--- config.mk ---
export PLATFORM = sky130hd
export DESIGN_NAME = hazard_detection_unit
export DESIGN_NICKNAME = d
export VERILOG_FILES = /design/src/rtl/hazard_pkg.sv /design/src/rtl/mult_stall_counter.sv /design/src/rtl/hazard_detection_unit.sv
export SDC_FILE = /design/constraint.sdc
export NUM_CORES = 1
export LEC_CHECK = 0
export BUFFER_PORTS_ARGS = -buffer_cell sky130_fd_sc_hd__buf_2
export CAP_MARGIN = 20
export CELL_PAD_IN_SITES_DETAIL_PLACEMENT = 0
export CELL_PAD_IN_SITES_GLOBAL_PLACEMENT = 2
export CORE_UTILIZATION = 23
export DETAILED_ROUTE_END_ITERATION = 16
export PLACE_DENSITY_LB_ADDON = 0.1
export SETUP_SLACK_MARGIN = 0.15
export SLEW_MARGIN = 5
export SYNTH_ARGS = -nofsm -noshare
export SYNTH_HDL_FRONTEND = slang
export SYNTH_HIERARCHICAL = 1
export SYNTH_SLANG_ARGS = --single-unit
export TNS_END_PERCENT = 100
--- constraint.sdc ---
create_clock -name clk -period 4 [get_ports clk]
set_clock_uncertainty 0.1 [all_clocks]
set_input_delay 0.8 -clock clk [delete_from_list [all_inputs] [get_ports clk]]
set_output_delay 0.8 -clock clk [all_outputs]
set_load 0.1 [all_outputs]
--- src/rtl/hazard_pkg.sv ---
// Shared types and constants for the ID-stage hazard controller.
//   - hazard_state_e : multiply-stall FSM state (Idle = 1'b0, MultBusy = 1'b1)
//   - MULT_LAT_DEFAULT : default multiplier occupancy of EX in cycles
//   - pipe_ctrl_t / CTRL_NOP : pipeline control bundle and the all-zero NOP
//     value loaded by the ID/EX and EX/MEM bubbles
package hazard_pkg;

    typedef enum logic {
        StIdle     = 1'b0,
        StMultBusy = 1'b1
    } hazard_state_e;

    localparam int unsigned MULT_LAT_DEFAULT = 4;

    typedef struct packed {
        logic mem_2_reg;
        logic mem_write;
        logic wb;
        logic mult;
        logic alu_src;
        logic branch;
    } pipe_ctrl_t;

    // Zero controls: no writeback, no memory access, no multiply.
    localparam pipe_ctrl_t CTRL_NOP = '0;

endpackage

--- src/rtl/mult_stall_counter.sv ---
// Multi-cycle multiply stall sequencer: FSM plus down-counter.
// A multiply seen in ID/EX while idle stalls for MULT_LAT-1 cycles; the
// following cycle is the final multiply cycle (no stall) before going idle.
// Ports:
//   clk, arst_n  : clock and asynchronous active-low reset
//   enable       : pipeline advance; state and counter hold when 0
//   mult_req     : ID/EX holds a multiply
//   mult_stall   : stall in progress (combinational from state and mult_req)
//   mult_final   : final multiply cycle strobe
module mult_stall_counter
    import hazard_pkg::*;
#(
    parameter int unsigned MULT_LAT = MULT_LAT_DEFAULT,
    parameter int unsigned CNT_W    = 4
) (
    input  logic clk,
    input  logic arst_n,
    input  logic enable,
    input  logic mult_req,
    output logic mult_stall,
    output logic mult_final
);

    // Count of remaining stall cycles after the first one.
    localparam logic [CNT_W-1:0] CntLoad = (MULT_LAT > 1) ? CNT_W'(MULT_LAT - 2) : '0;
    localparam bit MultStalls = (MULT_LAT > 1);

    hazard_state_e    state_q, state_d;
    logic [CNT_W-1:0] cnt_q, cnt_d;

    always_ff @(posedge clk or negedge arst_n) begin
        if (!arst_n) begin
            state_q <= StIdle;
            cnt_q   <= '0;
        end else begin
            state_q <= state_d;
            cnt_q   <= cnt_d;
        end
    end

    always_comb begin
        state_d    = state_q;
        cnt_d      = cnt_q;
        mult_stall = 1'b0;
        mult_final = 1'b0;
        unique case (state_q)
            StIdle: begin
                if (mult_req && MultStalls) begin
                    mult_stall = 1'b1;
                    if (enable) begin
                        state_d = StMultBusy;
                        cnt_d   = CntLoad;
                    end
                end
            end
            StMultBusy: begin
                if (cnt_q != '0) begin
                    mult_stall = 1'b1;
                    if (enable) begin
                        cnt_d = cnt_q - CNT_W'(1);
                    end
                end else begin
                    // The multiply is still in ID/EX here; returning to idle
                    // without looking at mult_req prevents a re-trigger.
                    mult_final = 1'b1;
                    if (enable) begin
                        state_d = StIdle;
                    end
                end
            end
            default: begin
                state_d = StIdle;
            end
        endcase
    end

endmodule

--- src/rtl/hazard_detection_unit.sv ---
// ID-stage hazard controller for the 5-stage pipeline with a multi-cycle
// multiplier in EX. Resolves load-use (1-cycle hold of ID) and multiply
// occupancy (MULT_LAT-1 cycle hold of IF/ID/EX with EX/MEM bubbles); the
// forwarding unit downstream supplies operands once the stall clears.
// Optional macro HAZARD_STATS_EN adds saturating 16-bit stall counters.
// Ports:
//   clk, arst_n       : clock, asynchronous active-low reset
//   enable            : pipeline advance enable
//   mem_2_reg__ID_EX, WB__ID_EX, mult__ID_EX, RD__ID_EX : ID/EX instruction info
//   RS1__IF_ID, RS2__IF_ID : source registers of the instruction in ID
//   pc_write, IF_ID_write, ID_EX_write : register write enables
//   ID_EX_bubble, EX_MEM_bubble        : load NOP into that pipeline register
//   mult_busy                          : multiply stall in progress
//   lu_stalls, mult_stalls             : stall counters (HAZARD_STATS_EN only)
module hazard_detection_unit
    import hazard_pkg::*;
#(
    parameter int unsigned MULT_LAT = MULT_LAT_DEFAULT,
    parameter int unsigned CNT_W    = 4
) (
    input  logic       clk,
    input  logic       arst_n,
    input  logic       enable,
    input  logic       mem_2_reg__ID_EX,
    input  logic       WB__ID_EX,
    input  logic       mult__ID_EX,
    input  logic [4:0] RD__ID_EX,
    input  logic [4:0] RS1__IF_ID,
    input  logic [4:0] RS2__IF_ID,
    output logic       pc_write,
    output logic       IF_ID_write,
    output logic       ID_EX_write,
    output logic       ID_EX_bubble,
    output logic       EX_MEM_bubble,
    output logic       mult_busy
`ifdef HAZARD_STATS_EN
    ,
    output logic [15:0] lu_stalls,
    output logic [15:0] mult_stalls
`endif
);

    logic lu;
    logic mult_stall;
    logic mult_final;

    mult_stall_counter #(
        .MULT_LAT (MULT_LAT),
        .CNT_W    (CNT_W)
    ) u_mult_stall_counter (
        .clk        (clk),
        .arst_n     (arst_n),
        .enable     (enable),
        .mult_req   (mult__ID_EX),
        .mult_stall (mult_stall),
        .mult_final (mult_final)
    );

    // x0 is never a real destination, so it cannot create a dependency.
    always_comb begin
        lu = mem_2_reg__ID_EX && WB__ID_EX && (RD__ID_EX != 5'd0) &&
             ((RD__ID_EX == RS1__IF_ID) || (RD__ID_EX == RS2__IF_ID));
    end

    // Multiply stall dominates; a load-use bubble is suppressed under it.
    always_comb begin
        pc_write      = !(mult_stall || lu);
        IF_ID_write   = !(mult_stall || lu);
        ID_EX_write   = !mult_stall;
        ID_EX_bubble  = lu && !mult_stall;
        // On the final cycle the product is let through into EX/MEM.
        EX_MEM_bubble = mult_stall && !mult_final;
        mult_busy     = mult_stall;
    end

`ifdef HAZARD_STATS_EN
    logic [15:0] lu_stalls_q;
    logic [15:0] mult_stalls_q;

    always_ff @(posedge clk or negedge arst_n) begin
        if (!arst_n) begin
            lu_stalls_q   <= '0;
            mult_stalls_q <= '0;
        end else if (enable) begin
            if (lu && (lu_stalls_q != 16'hFFFF)) begin
                lu_stalls_q <= lu_stalls_q + 16'd1;
            end
            if (mult_stall && (mult_stalls_q != 16'hFFFF)) begin
                mult_stalls_q <= mult_stalls_q + 16'd1;
            end
        end
    end

    assign lu_stalls   = lu_stalls_q;
    assign mult_stalls = mult_stalls_q;
`endif

endmodule

==> flow_metrics.tcl, run 1 <==
set metrics [dict create \
    outcome "completed" \
    core.rowCount 15 \
    ys_seq_elements 5 \
    p_leak_nw 0.315 \
    vias_per_cell 4.24 \
    grt_pass1_wl_um 1580 \
    antenna_cells 0 \
    clk_latency_ns 0.24 \
    required_ns 3.10 \
    critical_path.top_delay_family "buffers and inverters" \
    critPathSlowestCell "buf_2" \
    cts_buffers 3 \
    fin_setup_tns_ns 0 \
    worstPathArrival_ns 2.05 \
    final_layout_size_suffix_gt1_share_pct 46.9 \
    cts_setup_buffers 0 \
    clockRootBuffer "clkbuf_4" \
    setup_violations 0 \
    synth_ff_type "dfrtp_1" \
    start_util_pct 25.8 \
    hp-class "in -> async" \
    synthSimpleGateAreaFrac_pct 24.8 \
    layout.cells.non_filler 106 \
    maxSlewHeadroom_pct 67.3 \
    nNetsFinal 104 \
    reg2reg_depth 5 \
    ys_seq_area_share_pct 27.0 \
    finalCritPeriodShare_pct 73.8 \
    timing.rr.end "u_mult_stall_counter/cnt_q[1]" \
    antenna_left 0 \
    path_buf_inv 2 \
    cts_tree "done" \
    p_per_area_mw_per_mm2 441 \
    yosysWarnings 6 \
    path_max_fanout 3 \
    grt_max_degree 10 \
    synthArstFlopShare_pct 100 \
    wl_um 1080 \
    syn_to_final_growth_pct 41.2 \
    synthDistinctLibCells 26 \
    crit_chain "buf_2, xnor2_1, nand3_1, o22ai_1, and4b_1, buf_2" \
    ios 27 \
    grt_overflow 0 \
    antenna_found_initial 0 \
    syn-num-nets 75 \
    fmax_mhz 339 \
    syn-cell-area_um2 464 \
    synthMuxAreaShare_pct 5.39 \
    synth_top_family_by_area "simple AND/OR/NAND/NOR gates" \
    finalCriticalPeriod_ns 2.95 \
    crit_end "ID_EX_bubble" \
    place_congestion 0.781 \
    port_buffers 26 \
    drv_cap 0 \
    cp-start-kind "input pin" \
    die_width_um 46.9 \
    max_stage_delay_ns 0.42 \
    synth_compound_area_share_pct 14.0 \
    dr.pass1.iters 3 \
    synth_fa_ha_area_share_pct 2.70 \
    clock-sinks 5 \
    cp-end-kind "output pin" \
    cts_buffer_depth 2 \
    design_area_um2 656 \
    cp_common_cell "buf_2" \
    worstMarginPinSlew_ns 0.494 \
    grt_use_total_pct 10.3 \
    reg2reg_from "u_mult_stall_counter/cnt_q[0]" \
    syn-mean-instance-area_um2 8.76 \
    hold_viol_final 0 \
    startpoint "RD__ID_EX[2]" \
    cts_max_level 1 \
    drc 0 \
    synth_edf_count 0 \
    ff2ff_setup_slack_ns 2.40 \
    path_class "in -> out" \
    wire_per_inst_um 10.2 \
    core_mm2 0.00180 \
    synthXorXnorAreaFrac_pct 18.9 \
    worst-path-stages 6 \
    dr_total_vias 449 \
    final_common_cell "buf_2" \
    cts-resized-gates 0 \
    syn_inst 53 \
    post_dp_cell_area_um2 629 \
    die_height_um 46.9 \
    cts_hold_buf 0 \
    ir_drop_mv 0.146 \
    finalMaxSlewViolations 0 \
    path_clk_slew_ns 0.05 \
    first_global_vias 372 \
    drtIter0Drc 6 \
    dieArea_mm2 0.00220 \
    place_inst 102 \
    mostFrequentLayoutCells "buf_2 (26), xnor2_1 (10), nand2_1 (7), dfrtp_1 (5), inv_1 (4)" \
    dp_hpwl_um 963 \
    rsz0062_at_grt "false" \
]
==> layer usage <==
layer	wire, µm	track usage, %
met1	540	14.4
met2	520	15.6
met3	16	4.62
met4	0	0
met5	0	0
==> metrics by stage <==
| step | power, W | utilization [%] | hold WS, ns | setup slack [ns] |
|---|---|---|---|---|
| floorplan | 0.000201 | - | 0.404 | 0.329 |
| global placement | 0.000234 | 34.9 | 0.450 | 0.992 |
| detailed placement | 0.000233 | 34.9 | 0.439 | 1.04 |
| CTS | 0.000293 | 36.4 | 0.258 | 1.03 |
| global route | 0.000309 | 36.4 | 0.259 | 0.930 |
| finish | 0.000289 | 36.4 | 0.265 | 1.05 |
==> how the worst min path moves through the flow <==
| stage | from | end | slack [ns] | cells after the start |
|---|---|---|---|---|
| after CTS | arst_n | u_mult_stall_counter/cnt_q[0] | 0.26 | 1 |
| after detailed placement | u_mult_stall_counter/cnt_q[1] | u_mult_stall_counter/cnt_q[1] | 0.44 | 1 |
| after floorplan | arst_n | u_mult_stall_counter/cnt_q[0] | 0.40 | 0 |
| after global routing | arst_n | u_mult_stall_counter/cnt_q[0] | 0.26 | 1 |
| after global placement | u_mult_stall_counter/cnt_q[1] | u_mult_stall_counter/cnt_q[1] | 0.45 | 1 |
| final | arst_n | u_mult_stall_counter/cnt_q[0] | 0.27 | 1 |
==> cell usage after synthesis (2+ instances only) <==
cell,n,area [µm²]
inv_1,4,15.0
dfrtp_1,5,125
xnor2_1,10,87.6
a21oi_1,2,10.0
nor3_1,2,10.0
nor2_1,4,15.0
nand2_1,7,26.3
==> registers in the layout, indices dropped and copies added, names as in the netlist <==
name and count:
u_mult_stall_counter/cnt_q 4, u_mult_stall_counter/state_q 1
==> area by class of cell <==
type / count / area, µm²
fillers: 204 / 1150
multi-input cells: 42 / 328
repair buffers: 26 / 130
flip-flops and latches: 5 / 125
well taps: 25 / 31.3
clock buffers: 4 / 26.3
inverters: 4 / 15.0
==> cell families (layout without fill, tap and decap cells) <==
family | after synthesis | after routing
multiplexers | 2 | 2
XOR/XNOR | 10 | 10
flip-flops | 5 | 5
AND/OR/NAND/NOR | 20 | 20
buffers and inverters | 6 | 34
adder cells (fa/ha/maj) | 1 | 1
AO/OA/AOI/OAI | 9 | 9
==> report_power, final <==
group | total, W | internal, W | switching [W]
Sequential | 0.0000875 | 0.0000704 | 0.0000171
Combinational | 0.000145 | 0.0000634 | 0.0000813
Clock | 0.0000571 | 0.0000376 | 0.0000194
(Power assumes the default switching activity.)
==> inputs of run 2 (changes only) <==
--- a/config.mk
+++ b/config.mk
@@ -5,11 +5,12 @@
 export SDC_FILE = /design/constraint.sdc
 export NUM_CORES = 1
 export LEC_CHECK = 0
+export ABC_AREA = 1
 export BUFFER_PORTS_ARGS = -buffer_cell sky130_fd_sc_hd__buf_2
 export CAP_MARGIN = 20
 export CELL_PAD_IN_SITES_DETAIL_PLACEMENT = 0
 export CELL_PAD_IN_SITES_GLOBAL_PLACEMENT = 2
-export CORE_UTILIZATION = 23
+export CORE_UTILIZATION = 18
 export DETAILED_ROUTE_END_ITERATION = 16
 export PLACE_DENSITY_LB_ADDON = 0.1
 export SETUP_SLACK_MARGIN = 0.15
==> constraint.sdc (replaced) <==
create_clock -name clk -period 2.7 [get_ports clk]
set_clock_uncertainty 0.1 [all_clocks]
set_input_delay 0.54 -clock clk [delete_from_list [all_inputs] [get_ports clk]]
set_output_delay 0.54 -clock clk [all_outputs]
set_load 0.1 [all_outputs]
==> flow_metrics.tcl, run 2 <==
set metrics [dict create \
    regMostFlops "u_mult_stall_counter/cnt_q" \
    worstMarginPinSlew_ns 0.485 \
    post_dp_cell_area_um2 756 \
    ir_drop_mv 0.459 \
    clockRootBuffer "clkbuf_4" \
    antenna_cells 0 \
    clock-sinks 5 \
    vias_per_cell 3.93 \
    synthSimpleGateAreaFrac_pct 44.4 \
    hold_viol_final 0 \
    cts_buffers 3 \
    yosys.area.top_type "dfrtp_1" \
    reg_top3 "u_mult_stall_counter/cnt_q x4, u_mult_stall_counter/state_q x1" \
    syn-cell-area_um2 541 \
    synthArstFlopShare_pct 100 \
    worstPathArrival_ns 1.73 \
    yosysWarnings 6 \
    reg2reg_depth 8 \
    path_max_fanout 4 \
    syn-mean-instance-area_um2 5.69 \
    synth_top_cell_area_share_pct 23.1 \
    cp-end-kind "output pin" \
    grt_use_total_pct 8.88 \
    p_total_w 0.000990 \
    synthMuxAreaShare_pct 0 \
    ys_seq_elements 5 \
    core.rowCount 19 \
    maxSlewHeadroom_pct 67.9 \
    dieArea_mm2 0.00323 \
    core_mm2 0.00281 \
    syn_inst 95 \
    p_per_area_mw_per_mm2 1260 \
    final_common_cell "nand2_1" \
    timing.rr.end "u_mult_stall_counter/cnt_q[2]" \
    fin_hold_ws_ns 0.0126 \
    die_width_um 56.8 \
    synth_fa_ha_area_share_pct 2.31 \
    design_area_um2 785 \
    fmax_mhz 422 \
    largest_reg_flops 4 \
    synth_top_family_by_area "simple AND/OR/NAND/NOR gates" \
    required_ns 2.06 \
    finalWorstSetupSlack_ns 0.328 \
    ys_seq_area_share_pct 23.1 \
    antenna_left 0 \
    start_util_pct 19.3 \
    place_congestion 0.738 \
    synthTopCellsByCount "nand2_1 (30), inv_1 (14), nor2_1 (11)" \
    port_buffers 26 \
    synthDistinctLibCells 18 \
    path_class "reg -> out" \
    dp_hpwl_um 1170 \
    reg2reg_from "u_mult_stall_counter/cnt_q[0]" \
    final_layout_size_suffix_gt1_share_pct 40.3 \
    cts_tree "done" \
    grt_overflow 0 \
    cts_max_level 1 \
    mostFrequentLayoutCells "nand2_1 (29), buf_2 (25), inv_1 (13), nor2_1 (10), inv_2 (6)" \
    wire_per_inst_um 8.40 \
    outcome "finished with violations" \
    cts_buffer_depth 2 \
    wl_um 1300 \
    grt_max_degree 6 \
    syn-num-nets 117 \
    postLayoutCoreUtil_pct 28.0 \
    cp-start-kind "register" \
    ff2ff_setup_slack_ns 1.41 \
    nNetsFinal 147 \
    syn_to_final_growth_pct 45.1 \
    first_global_vias 523 \
    synthTopCellsByArea "dfrtp_1 (23%), nand2_1 (21%), inv_1 (9.7%)" \
    synth_edf_count 0 \
    path_clk_slew_ns 0.04 \
    synth_most_common_cell "nand2_1" \
    die_height_um 56.8 \
    synth_ff_type "dfrtp_1" \
    finalCriticalPeriod_ns 2.37 \
    drtIter0Drc 28 \
    cts_hold_buf 0 \
    finalCritPeriodShare_pct 87.8 \
    grt_pass1_wl_um 2160 \
    failed_checks "DRC" \
    multi_input_comb_area_um2 372 \
    drv_cap 0 \
    ios 27 \
    dr.pass1.iters 10 \
    clk_latency_ns 0.24 \
    finalMaxSlewViolations 0 \
    fill_cells 338 \
    pre_cts_slack_ns 0.330 \
    setup_violations 0 \
    p_leak_nw 0.469 \
    hp-class "in -> async" \
    synthXorXnorAreaFrac_pct 4.86 \
    antenna_found_initial 0 \
    rsz0062_at_grt "false" \
    synth_compound_area_share_pct 7.87 \
    drc 4 \
    dr_total_vias 609 \
    regArea_um2 125 \
]
[run 2: cell count changes in the layout (fill, tap and decap cells not counted), sizes merged, moves of 3 or more]
cell / delta
nand2: +27
inv: +16
nor2: +8
xnor2: -7
clkinv: +3
nand3: +3
[run 2: timing repair]
| item | CTS | global route |
|---|---|---|
| resized for setup | 0 | 2 |
| endpoints found under the setup margin | 0 | 1 |
| buffers inserted | 0 | 0 |
| endpoints found under the hold margin | 0 | 0 |
[run 2: metal layers]
layer  global-route usage (%)  vias to the layer above  share of wire (%)
li1                         -                      338                  -
met1                     12.2                      250                 53
met2                     12.8                       21                 40
met3                     3.69                        0                7.1
met4                     2.09                        0                  0
met5                        0                        -                  0
[run 2: worst max-delay path, cell delays in order, from the launching register on]
cell and delay, ns:
dfrtp_1 0.39, inv_2 0.10, ha_4 0.15, nand2_2 0.05, clkinv_2 0.06, nand2_4 0.05, inv_4 0.09, a21oi_4 0.05
inv_1 0.11, buf_2 0.44
[run 2: cell families (layout without fill, tap and decap cells)]
logic type	Yosys count	count (layout)
simple gates	54	54
buf+inv	24	53
compound gates	8	8
flops	5	5
xor+xnor	3	3
fa+ha+maj	1	1
[run 2: report_power, final]
group | switching, W | total, W | internal (W)
Clock | 0.0000272 | 0.0000829 | 0.0000556
Combinational | 0.000580 | 0.000762 | 0.000182
Sequential | 0.0000365 | 0.000145 | 0.000109
[run 2: worst max-delay path by stage]
stage	from	to	slack (ns)	cells past startpoint
2_1_floorplan	u_mult_stall_counter/cnt_q[0]	EX_MEM_bubble	-0.70	9
3_5_place_dp	RD__ID_EX[1]	ID_EX_bubble	0.33	10
4_1_cts	u_mult_stall_counter/cnt_q[1]	EX_MEM_bubble	0.17	10
5_1_grt	u_mult_stall_counter/cnt_q[0]	EX_MEM_bubble	0.18	10
6_report	u_mult_stall_counter/cnt_q[0]	ID_EX_write	0.33	9
3_3_place_gp	RD__ID_EX[1]	ID_EX_bubble	0.34	10
[run 2: final cells by class]
class,instances,area share (%)
clock buffer,4,3.35
inverter,23,11.5
multi-input combinational,66,47.4
sequential,5,15.9
tap,31,4.94
timing repair buffer,26,16.9
[run 2: metrics by stage]
step,TNS (ns),instances
2_1_floorplan,-0.727,95
3_3_place_gp,0,151
3_5_place_dp,0,151
4_1_cts,0,155
5_1_grt,0,155
6_report,0,155
==> inputs of run 3 (changes only) <==
--- a/config.mk
+++ b/config.mk
@@ -12,8 +12,7 @@
 export CELL_PAD_IN_SITES_GLOBAL_PLACEMENT = 2
 export CORE_UTILIZATION = 18
 export DETAILED_ROUTE_END_ITERATION = 16
-export PLACE_DENSITY_LB_ADDON = 0.1
-export SETUP_SLACK_MARGIN = 0.15
+export PLACE_DENSITY_LB_ADDON = 0.3
 export SLEW_MARGIN = 5
 export SYNTH_ARGS = -nofsm -noshare
 export SYNTH_HDL_FRONTEND = slang
==> flow_metrics.tcl, run 3 (same netlist as run 2, synthesis figures left out) <==
set metrics [dict create \
    core.rowCount 19 \
    reg_top3 "u_mult_stall_counter/cnt_q x4, u_mult_stall_counter/state_q x1" \
    syn_to_final_growth_pct 39.4 \
    finalCriticalPeriod_ns 2.50 \
    drtIter0Drc 24 \
    maxSlewHeadroom_pct 68.0 \
    fmax_mhz 400 \
    outcome "completed" \
    fin_hold_ws_ns 0.0118 \
    ir_drop_mv 0.840 \
    start_util_pct 19.3 \
    grt_overflow 0 \
    cts_tree "done" \
    ios 27 \
    dieArea_mm2 0.00323 \
    antenna_left 0 \
    path_clk_slew_ns 0.04 \
    place_inst 151 \
    path_max_fanout 4 \
    place_congestion 0.687 \
    die_width_um 56.8 \
    path_class "reg -> out" \
    final_common_cell "nand2_1" \
    clock-sinks 5 \
    antenna_cells 0 \
    worstPathArrival_ns 1.86 \
    cp-end-kind "output pin" \
    vias_per_cell 3.95 \
    worstMarginPinSlew_ns 0.483 \
    final_layout_size_suffix_gt1_share_pct 37.1 \
    core_mm2 0.00281 \
    reg2reg_from "u_mult_stall_counter/cnt_q[0]" \
    grt_pass1_wl_um 2160 \
    mostFrequentLayoutCells "nand2_1 (30), buf_2 (25), inv_1 (14), nor2_1 (10), inv_2 (6)" \
    drv_cap 0 \
    dr_total_vias 612 \
    clockRootBuffer "clkbuf_4" \
    nNetsFinal 147 \
    largest_reg_flops 4 \
    cts_hold_buf 0 \
    grt_max_degree 6 \
    first_global_vias 577 \
    cp-start-kind "register" \
    regMostFlops "u_mult_stall_counter/cnt_q" \
    timing.rr.end "u_mult_stall_counter/cnt_q[1]" \
    drc 0 \
    layout.cells.non_filler 155 \
    startpoint "u_mult_stall_counter/cnt_q[0]" \
    cts_max_level 1 \
    p_leak_nw 0.459 \
    finalMaxSlewViolations 0 \
    dr.pass1.iters 4 \
    cts_setup_buffers 0 \
    cts_buffers 3 \
    ff2ff_setup_slack_ns 1.32 \
    clk_latency_ns 0.24 \
    dp_hpwl_um 1140 \
    p_per_area_mw_per_mm2 1250 \
    finalCritPeriodShare_pct 92.6 \
    hp-class "in -> async" \
    die_height_um 56.8 \
    grt_use_total_pct 8.50 \
    rsz0062_at_grt "false" \
    required_ns 2.06 \
    cts-resized-gates 0 \
    reg2reg_depth 8 \
    port_buffers 26 \
    wl_um 1290 \
    antenna_found_initial 0 \
    cts_buffer_depth 2 \
    hold_viol_final 0 \
    wire_per_inst_um 8.32 \
    p_total_w 0.000938 \
    setup_violations 0 \
]
-- run 3: cell count changes in the layout (fill, tap and decap cells not counted), sizes merged --
cell,delta
buf,-1
clkbuf,+1
-- run 3: worst max path at each step --
| stage | end | slack, ns | depth (start not counted) |
|---|---|---|---|
| global route | EX_MEM_bubble | 0.06 | 10 |
| floorplan | EX_MEM_bubble | -0.76 | 9 |
| CTS | EX_MEM_bubble | 0.07 | 10 |
| finish | EX_MEM_bubble | 0.20 | 10 |
| global placement | EX_MEM_bubble | 0.33 | 10 |
| detailed placement | EX_MEM_bubble | 0.34 | 10 |
-- run 3: per-layer routing --
| layer | up-vias | GRT usage [%] | part of all wire, % |
|---|---|---|---|
| li1 | 339 | - | - |
| met1 | 261 | 10.0 | 48 |
| met2 | 12 | 15.1 | 48 |
| met3 | 0 | 1.61 | 4.3 |
| met4 | 0 | 3.14 | 0 |
| met5 | - | 0 | 0 |
-- run 3: layout make-up --
cell class              instances  area, µm²
multi-input cells              66        344
flip-flops and latches          5        125
fillers                       327       2050
repair buffers                 26        133
clock buffers                   4       26.3
inverters                      23       86.3
well taps                      31       38.8
-- run 3: metrics by stage --
step	area, µm²	worst slack, ns	TNS, ns	util (%)
after floorplan	563	-0.761	-1.21	-
after global placement	724	0.330	0	25.8
after detailed placement	724	0.337	0	25.8
after CTS	751	0.0722	0	26.8
after global routing	753	0.0589	0	26.9
final	753	0.199	0	26.9
-- run 3: worst max-delay path, stage by stage (launching register included) --
cell and delay, ns:
dfrtp_1 0.36, inv_1 0.08, ha_1 0.23, nand2_1 0.08
clkinv_1 0.06, nand2_2 0.07, inv_2 0.07, a21oi_4 0.17
inv_1 0.10, nor2_4 0.08, clkbuf_4 0.32
-- run 3: where the power goes --
group          switching, W  leakage (nW)  internal, W
Clock             0.0000285        0.0150    0.0000557
Combinational      0.000553         0.383     0.000156
Sequential        0.0000358        0.0605     0.000109
Total              0.000618         0.459     0.000320
